## src/rtl/peak_finder_line.sv

```systemverilog
// peak_finder_line: per-line maximum / plateau / threshold-extent finder.
// One line is scanned between a start pulse and an accepted line_end sample.
// Results load into output registers on the line_end edge and are flagged
// by a single-cycle result_valid strobe on the following cycle.
module peak_finder_line #(
    parameter int DW      = 8,
    parameter int PW      = 9,
    parameter int POS_MIN = 8,
    parameter int POS_MAX = 511
) (
    input  logic          clk_in,
    input  logic          rst_n_in,
    input  logic          start,
    input  logic          data_valid,
    input  logic [DW-1:0] data_in,
    input  logic [PW-1:0] data_pos,
    input  logic          line_end,
    input  logic [DW-1:0] threshold,
    output logic          busy,
    output logic          result_valid,
    output logic [DW-1:0] max_value,
    output logic [PW-1:0] max_pos,
    output logic [PW:0]   plateau_len,
    output logic [PW-1:0] above_first,
    output logic [PW-1:0] above_last,
    output logic [PW:0]   above_count
);

    localparam logic [1:0] S_IDLE = 2'd0;
    localparam logic [1:0] S_SCAN = 2'd1;
    localparam logic [1:0] S_DONE = 2'd2;

    localparam logic [PW:0] ONE_P = {{PW{1'b0}}, 1'b1};

    // state and control
    logic [1:0]    r_state;
    logic [1:0]    w_nxt_state;
    logic          r_busy;
    logic          r_result_valid;
    logic          w_ge_min;
    logic          w_le_max;
    logic          w_in_window;
    logic          w_accept;
    logic          w_end;

    // line accumulators
    logic [DW-1:0] r_thr;
    logic [DW-1:0] r_cur_max;
    logic [PW-1:0] r_plat_start;
    logic [PW-1:0] r_plat_end;
    logic          r_run_active;
    logic [PW-1:0] r_prev_pos;
    logic          r_hit;
    logic [PW-1:0] r_af;
    logic [PW-1:0] r_al;
    logic [PW:0]   r_ac;

    // accumulator values including the sample currently presented
    logic [DW-1:0] w_nxt_max;
    logic [PW-1:0] w_nxt_ps;
    logic [PW-1:0] w_nxt_pe;
    logic          w_nxt_run;
    logic [PW-1:0] w_nxt_prev;
    logic          w_nxt_hit;
    logic [PW-1:0] w_nxt_af;
    logic [PW-1:0] w_nxt_al;
    logic [PW:0]   w_nxt_ac;
    logic [PW:0]   w_sum;
    logic [PW:0]   w_len;

    // output registers
    logic [DW-1:0] r_max_value;
    logic [PW-1:0] r_max_pos;
    logic [PW:0]   r_plateau_len;
    logic [PW-1:0] r_above_first;
    logic [PW-1:0] r_above_last;
    logic [PW:0]   r_above_count;

    // Window bounds that cover the whole position range collapse to constants
    // so no always-true unsigned compare is generated.
    generate
        if (POS_MIN <= 0) begin : g_min_open
            assign w_ge_min = 1'b1;
        end else begin : g_min_cmp
            assign w_ge_min = (data_pos >= PW'(POS_MIN));
        end
        if (POS_MAX >= (1 << PW) - 1) begin : g_max_open
            assign w_le_max = 1'b1;
        end else begin : g_max_cmp
            assign w_le_max = (data_pos <= PW'(POS_MAX));
        end
    endgenerate

    assign w_in_window = w_ge_min && w_le_max;
    assign w_accept    = (r_state == S_SCAN) && data_valid && !start && w_in_window;
    // line_end ends the line even when its position is masked out
    assign w_end       = (r_state == S_SCAN) && data_valid && !start && line_end;

    // next-state decode: start overrides everything
    always_comb begin
        w_nxt_state = r_state;
        if (start) begin
            w_nxt_state = S_SCAN;
        end else begin
            case (r_state)
                S_SCAN:  if (w_end) w_nxt_state = S_DONE;
                S_DONE:  w_nxt_state = S_IDLE;
                default: w_nxt_state = S_IDLE;
            endcase
        end
    end

    // state register, registered busy and result strobe
    always_ff @(posedge clk_in or negedge rst_n_in) begin
        if (!rst_n_in) begin
            r_state        <= S_IDLE;
            r_busy         <= 1'b0;
            r_result_valid <= 1'b0;
        end else begin
            r_state        <= w_nxt_state;
            r_busy         <= (w_nxt_state == S_SCAN);
            r_result_valid <= w_end;
        end
    end

    // Accumulator update folded into combinational "next" values so the
    // line_end sample's contribution reaches the output registers on the
    // same edge that accepts it.
    always_comb begin
        w_nxt_max  = r_cur_max;
        w_nxt_ps   = r_plat_start;
        w_nxt_pe   = r_plat_end;
        w_nxt_run  = r_run_active;
        w_nxt_prev = r_prev_pos;
        w_nxt_hit  = r_hit;
        w_nxt_af   = r_af;
        w_nxt_al   = r_al;
        w_nxt_ac   = r_ac;
        if (w_accept) begin
            w_nxt_prev = data_pos;
            if (data_in > r_cur_max) begin
                w_nxt_max = data_in;
                w_nxt_ps  = data_pos;
                w_nxt_pe  = data_pos;
                w_nxt_run = 1'b1;
            end else if ((data_in == r_cur_max) && r_run_active &&
                         ({1'b0, data_pos} == ({1'b0, r_prev_pos} + ONE_P))) begin
                w_nxt_pe = data_pos;
            end else begin
                w_nxt_run = 1'b0;
            end
            if (data_in > r_thr) begin
                if (!r_hit) begin
                    w_nxt_af = data_pos;
                end
                w_nxt_hit = 1'b1;
                w_nxt_al  = data_pos;
                if (r_ac != '1) begin
                    w_nxt_ac = r_ac + ONE_P;
                end
            end
        end
    end

    // derived results: plateau midpoint and length (zero when no max seen)
    always_comb begin
        w_sum = {1'b0, w_nxt_ps} + {1'b0, w_nxt_pe};
        w_len = '0;
        if (w_nxt_max != '0) begin
            w_len = {1'b0, w_nxt_pe} - {1'b0, w_nxt_ps} + ONE_P;
        end
    end

    // accumulators: cleared and threshold latched on start, updated on accept
    always_ff @(posedge clk_in or negedge rst_n_in) begin
        if (!rst_n_in) begin
            r_thr        <= '0;
            r_cur_max    <= '0;
            r_plat_start <= '0;
            r_plat_end   <= '0;
            r_run_active <= 1'b0;
            r_prev_pos   <= '0;
            r_hit        <= 1'b0;
            r_af         <= '0;
            r_al         <= '0;
            r_ac         <= '0;
        end else if (start) begin
            r_thr        <= threshold;
            r_cur_max    <= '0;
            r_plat_start <= '0;
            r_plat_end   <= '0;
            r_run_active <= 1'b0;
            r_prev_pos   <= '0;
            r_hit        <= 1'b0;
            r_af         <= '0;
            r_al         <= '0;
            r_ac         <= '0;
        end else if (w_accept) begin
            r_cur_max    <= w_nxt_max;
            r_plat_start <= w_nxt_ps;
            r_plat_end   <= w_nxt_pe;
            r_run_active <= w_nxt_run;
            r_prev_pos   <= w_nxt_prev;
            r_hit        <= w_nxt_hit;
            r_af         <= w_nxt_af;
            r_al         <= w_nxt_al;
            r_ac         <= w_nxt_ac;
        end
    end

    // result registers: load at line end, hold otherwise
    always_ff @(posedge clk_in or negedge rst_n_in) begin
        if (!rst_n_in) begin
            r_max_value   <= '0;
            r_max_pos     <= '0;
            r_plateau_len <= '0;
            r_above_first <= '0;
            r_above_last  <= '0;
            r_above_count <= '0;
        end else if (w_end) begin
            r_max_value   <= w_nxt_max;
            r_max_pos     <= w_sum[PW:1];
            r_plateau_len <= w_len;
            r_above_first <= w_nxt_af;
            r_above_last  <= w_nxt_al;
            r_above_count <= w_nxt_ac;
        end
    end

    assign busy         = r_busy;
    assign result_valid = r_result_valid;
    assign max_value    = r_max_value;
    assign max_pos      = r_max_pos;
    assign plateau_len  = r_plateau_len;
    assign above_first  = r_above_first;
    assign above_last   = r_above_last;
    assign above_count  = r_above_count;

endmodule
```

## config.mk

```make
export PLATFORM = sky130hd
export DESIGN_NAME = peak_finder_line
export DESIGN_NICKNAME = d
export VERILOG_FILES = /design/src/rtl/peak_finder_line.sv
export SDC_FILE = /design/constraint.sdc
export NUM_CORES = 1
export LEC_CHECK = 0
export ABC_AREA = 1
export BUFFER_PORTS_ARGS = -buffer_cell sky130_fd_sc_hd__buf_2
export CAP_MARGIN = 40
export CORE_MARGIN = 4
export CORE_UTILIZATION = 59
export DETAILED_ROUTE_END_ITERATION = 8
export GPL_TIMING_DRIVEN = 0
export PLACE_DENSITY = 0.82
export SKIP_LAST_GASP = 1
export SLEW_MARGIN = 20
export SYNTH_ARGS = -nofsm -noshare
export SYNTH_HDL_FRONTEND = slang
export SYNTH_SLANG_ARGS = --single-unit
```

## constraint.sdc

```tcl
create_clock -name clk_in -period 4.72 [get_ports clk_in]
set_input_delay 0 -clock clk_in [delete_from_list [all_inputs] [get_ports clk_in]]
set_output_delay 0 -clock clk_in [all_outputs]
set_load 0.02 [all_outputs]
```

==> impl_metrics.tcl <==
set metrics [dict create \
    drive_gt1_frac 0.166 \
    maxCapViolCount 0 \
    routedWlPerCell_um 16.0 \
    fin_crit_ns 4.18 \
    cts_max_path_buffers 2 \
    min_path_type "primary input to asynchronous set/reset pin" \
    synth_top_flop_cell "dfrtp_1" \
    vias 6294 \
    antenna_cells 0 \
    grt_pass1_vias 6227 \
    grt.total_usage 0.276 \
    dieArea_um2 13900 \
    postRouteAntennaNets 0 \
    hpwl_um 13100 \
    die_y_um 118 \
    drt-initial-drc-count 559 \
    synthTopCellsByArea "dfrtp_1 46%, nand2_1 11%, ha_1 7.7%" \
    post_cts_buffers 0 \
    tightestPinTransition_ns 0.657 \
    hold_viol 0 \
    clk_pin_slew_ns 0.06 \
    cts_buffers 17 \
    cp.required_ns 5.03 \
    arrival_ns 4.49 \
    rrSetupSlack_ns 0.54 \
    clkPwrFrac 0.370 \
    p_per_area_nw_per_um2 437 \
    synth_edf_count 0 \
    worst_r2r_endpoint "plateau_len[7]" \
    power_frac_seq 0.369 \
    cts-htree-levels 4 \
    slew_headroom 0.562 \
    rsz0062_at_grt "no" \
    cp.buffers_inverters 5 \
    antenna_found_initial 0 \
    postLayoutCoreUtil 0.735 \
    power_leakage_uw 0.00453 \
    ctsRootBufferMaster "clkbuf_16" \
    synth.top_cell.area_share 0.465 \
    drt-pass1-iter-count 7 \
    path_delay_family "simple AND/OR/NAND/NOR gates" \
    nFillCells 867 \
    placementRows 39 \
    status "completed" \
    yosysWarnings 0 \
    path_class "flop to flop" \
    syn_avg_cell_area_um2 8.19 \
    intPower_uw 2480 \
    setup_tns_ns 0 \
    syn-cell-area_um2 7110 \
    setup_viol_count_final 0 \
    peakVddDrop_uv 295 \
    start_util 0.612 \
    async_flop_share 1.00 \
    syn_nets 944 \
    swShare 0.335 \
    netSwitchingPower_uw 1250 \
    clk_latency_ns 0.43 \
    cpMaxStageDelayCell "fa_1" \
    grt_first_pass_wirelength_um 31100 \
    reg2regPathDepth 25 \
    die_w_um 118 \
    timing.critical_path.from_type "flop" \
    nNetsFinal 1065 \
    fmax_ghz 0.239 \
    clock_sinks 132 \
    end_kind "flop" \
    yosysTopAreaCell "dfrtp_1" \
    synthCells 868 \
    grt_overflow 0 \
    grt_max_degree 102 \
    vias_per_cell 5.50 \
    synth.distinct_cells 45 \
    core_um2 11600 \
    portBuffers 85 \
    critPathMaxFanout 10 \
    drt_wl_total_um 18300 \
    drc 0 \
    yosysSeqAreaShare 0.465 \
    rr_startpoint "r_cur_max[7]" \
    skew_ns 0.00798 \
    gp_congestion 0.904 \
    post-route-period-util 0.885 \
    cts_tree "yes" \
    power_frac_comb 0.261 \
    io_pins 87 \
    yosys_register_bits 132 \
    syn_to_final_growth_pct 20.0 \
    critPathMaxStageDelay_ns 0.47 \
    slew_viol_final 0 \
]
-- timing repair --
| action | CTS | global route |
|---|---|---|
| hold buffers | 16 | 0 |
| gates resized for setup | 0 | 0 |
| hold endpoints to repair | 150 | 0 |
-- cell usage in the layout (no fill, tap or decap), types with 6 or more instances in the layout --
cell / Yosys / layout
ha_1: 44 / 44
xor2_1: 19 / 19
clkbuf_16: 0 / 17
o21ai_0: 77 / 77
dfrtp_1: 132 / 132
nand3_1: 35 / 35
nand2_1: 214 / 214
o22ai_1: 6 / 6
buf_2: 5 / 89
nand3b_1: 8 / 8
a21oi_1: 26 / 26
o21ai_2: 8 / 8
nand4_1: 15 / 15
inv_1: 112 / 112
clkbuf_1: 20 / 20
nor2_1: 82 / 82
inv_2: 8 / 8
dlygate4sd3_1: 0 / 16
-- cells in the mapped netlist (5+ instances only) --
master / count
nand2_1: 214
dfrtp_1: 132
inv_1: 112
nor2_1: 82
o21ai_0: 77
ha_1: 44
nand3_1: 35
a21oi_1: 26
clkbuf_1: 20
xor2_1: 19
nand4_1: 15
inv_2: 8
nand3b_1: 8
o21ai_2: 8
o22ai_1: 6
buf_2: 5
nor2_2: 5
o21ai_1: 5
-- worst max-delay path by stage --
stage	start	to	slack, ns	cells past startpoint
final	r_cur_max[7]	plateau_len[7]	0.54	25
after global routing	r_cur_max[7]	plateau_len[7]	0.17	22
after CTS	r_cur_max[7]	plateau_len[7]	0.58	25
after detailed placement	r_cur_max[7]	plateau_len[7]	0.61	25
after global placement	r_cur_max[7]	plateau_len[7]	0.69	25
after floorplan	r_cur_max[7]	plateau_len[7]	1.13	25
-- metal layers --
layer / global-route usage / up-vias / wire length, µm
met5: 0 / - / 0
met3: 0.0702 / 56 / 1520
met4: 0.0938 / 0 / 421
li1: - / 3006 / -
met2: 0.443 / 296 / 8570
met1: 0.367 / 2936 / 7820
-- per-stage QoR --
| stage | cell area [µm²] | power [µW] | hold slack (ns) | cells | worst slack (ns) |
|---|---|---|---|---|---|
| 2_1_floorplan | 7110 | 2010 | -0.296 | 868 | 1.13 |
| 3_3_place_gp | 7710 | 2300 | 0.210 | 1096 | 0.690 |
| 3_5_place_dp | 7750 | 2330 | -0.126 | 1097 | 0.612 |
| 4_1_cts | 8530 | 3730 | 0.0134 | 1145 | 0.585 |
| 5_1_grt | 8530 | 3920 | 0.0531 | 1145 | 0.169 |
| 6_report | 8530 | 3730 | 0.0205 | 1145 | 0.542 |
-- final cells by class --
| class | count | area [µm²] | share of cell area |
|---|---|---|---|
| inverter | 124 | 470 | 0.0551 |
| multi-input combinational | 582 | 3190 | 0.374 |
| clock inverter | 13 | 170 | 0.0199 |
| timing repair buffer | 102 | 623 | 0.0730 |
| tap | 143 | 179 | 0.0210 |
| buffer | 30 | 145 | 0.0170 |
| sequential | 132 | 3300 | 0.387 |
| clock buffer | 19 | 453 | 0.0531 |
-- logic make-up after synthesis --
kind of cell	Yosys count	share of synthesized area
compound gates	138	0.109
xor+xnor	20	0.0246
fa+ha+maj	46	0.0831
buf+inv	154	0.0866
flops	132	0.465
simple gates	378	0.232
-- power by group through the flow --
stage / logic [µW] / registers [µW] / clock network, µW
floorplan: 494 / 1520 / 0
global placement: 912 / 1390 / 0
detailed placement: 943 / 1390 / 0
CTS: 968 / 1370 / 1390
global route: 1080 / 1390 / 1450
finish: 972 / 1380 / 1380
Power figures use the tool's default switching activity.
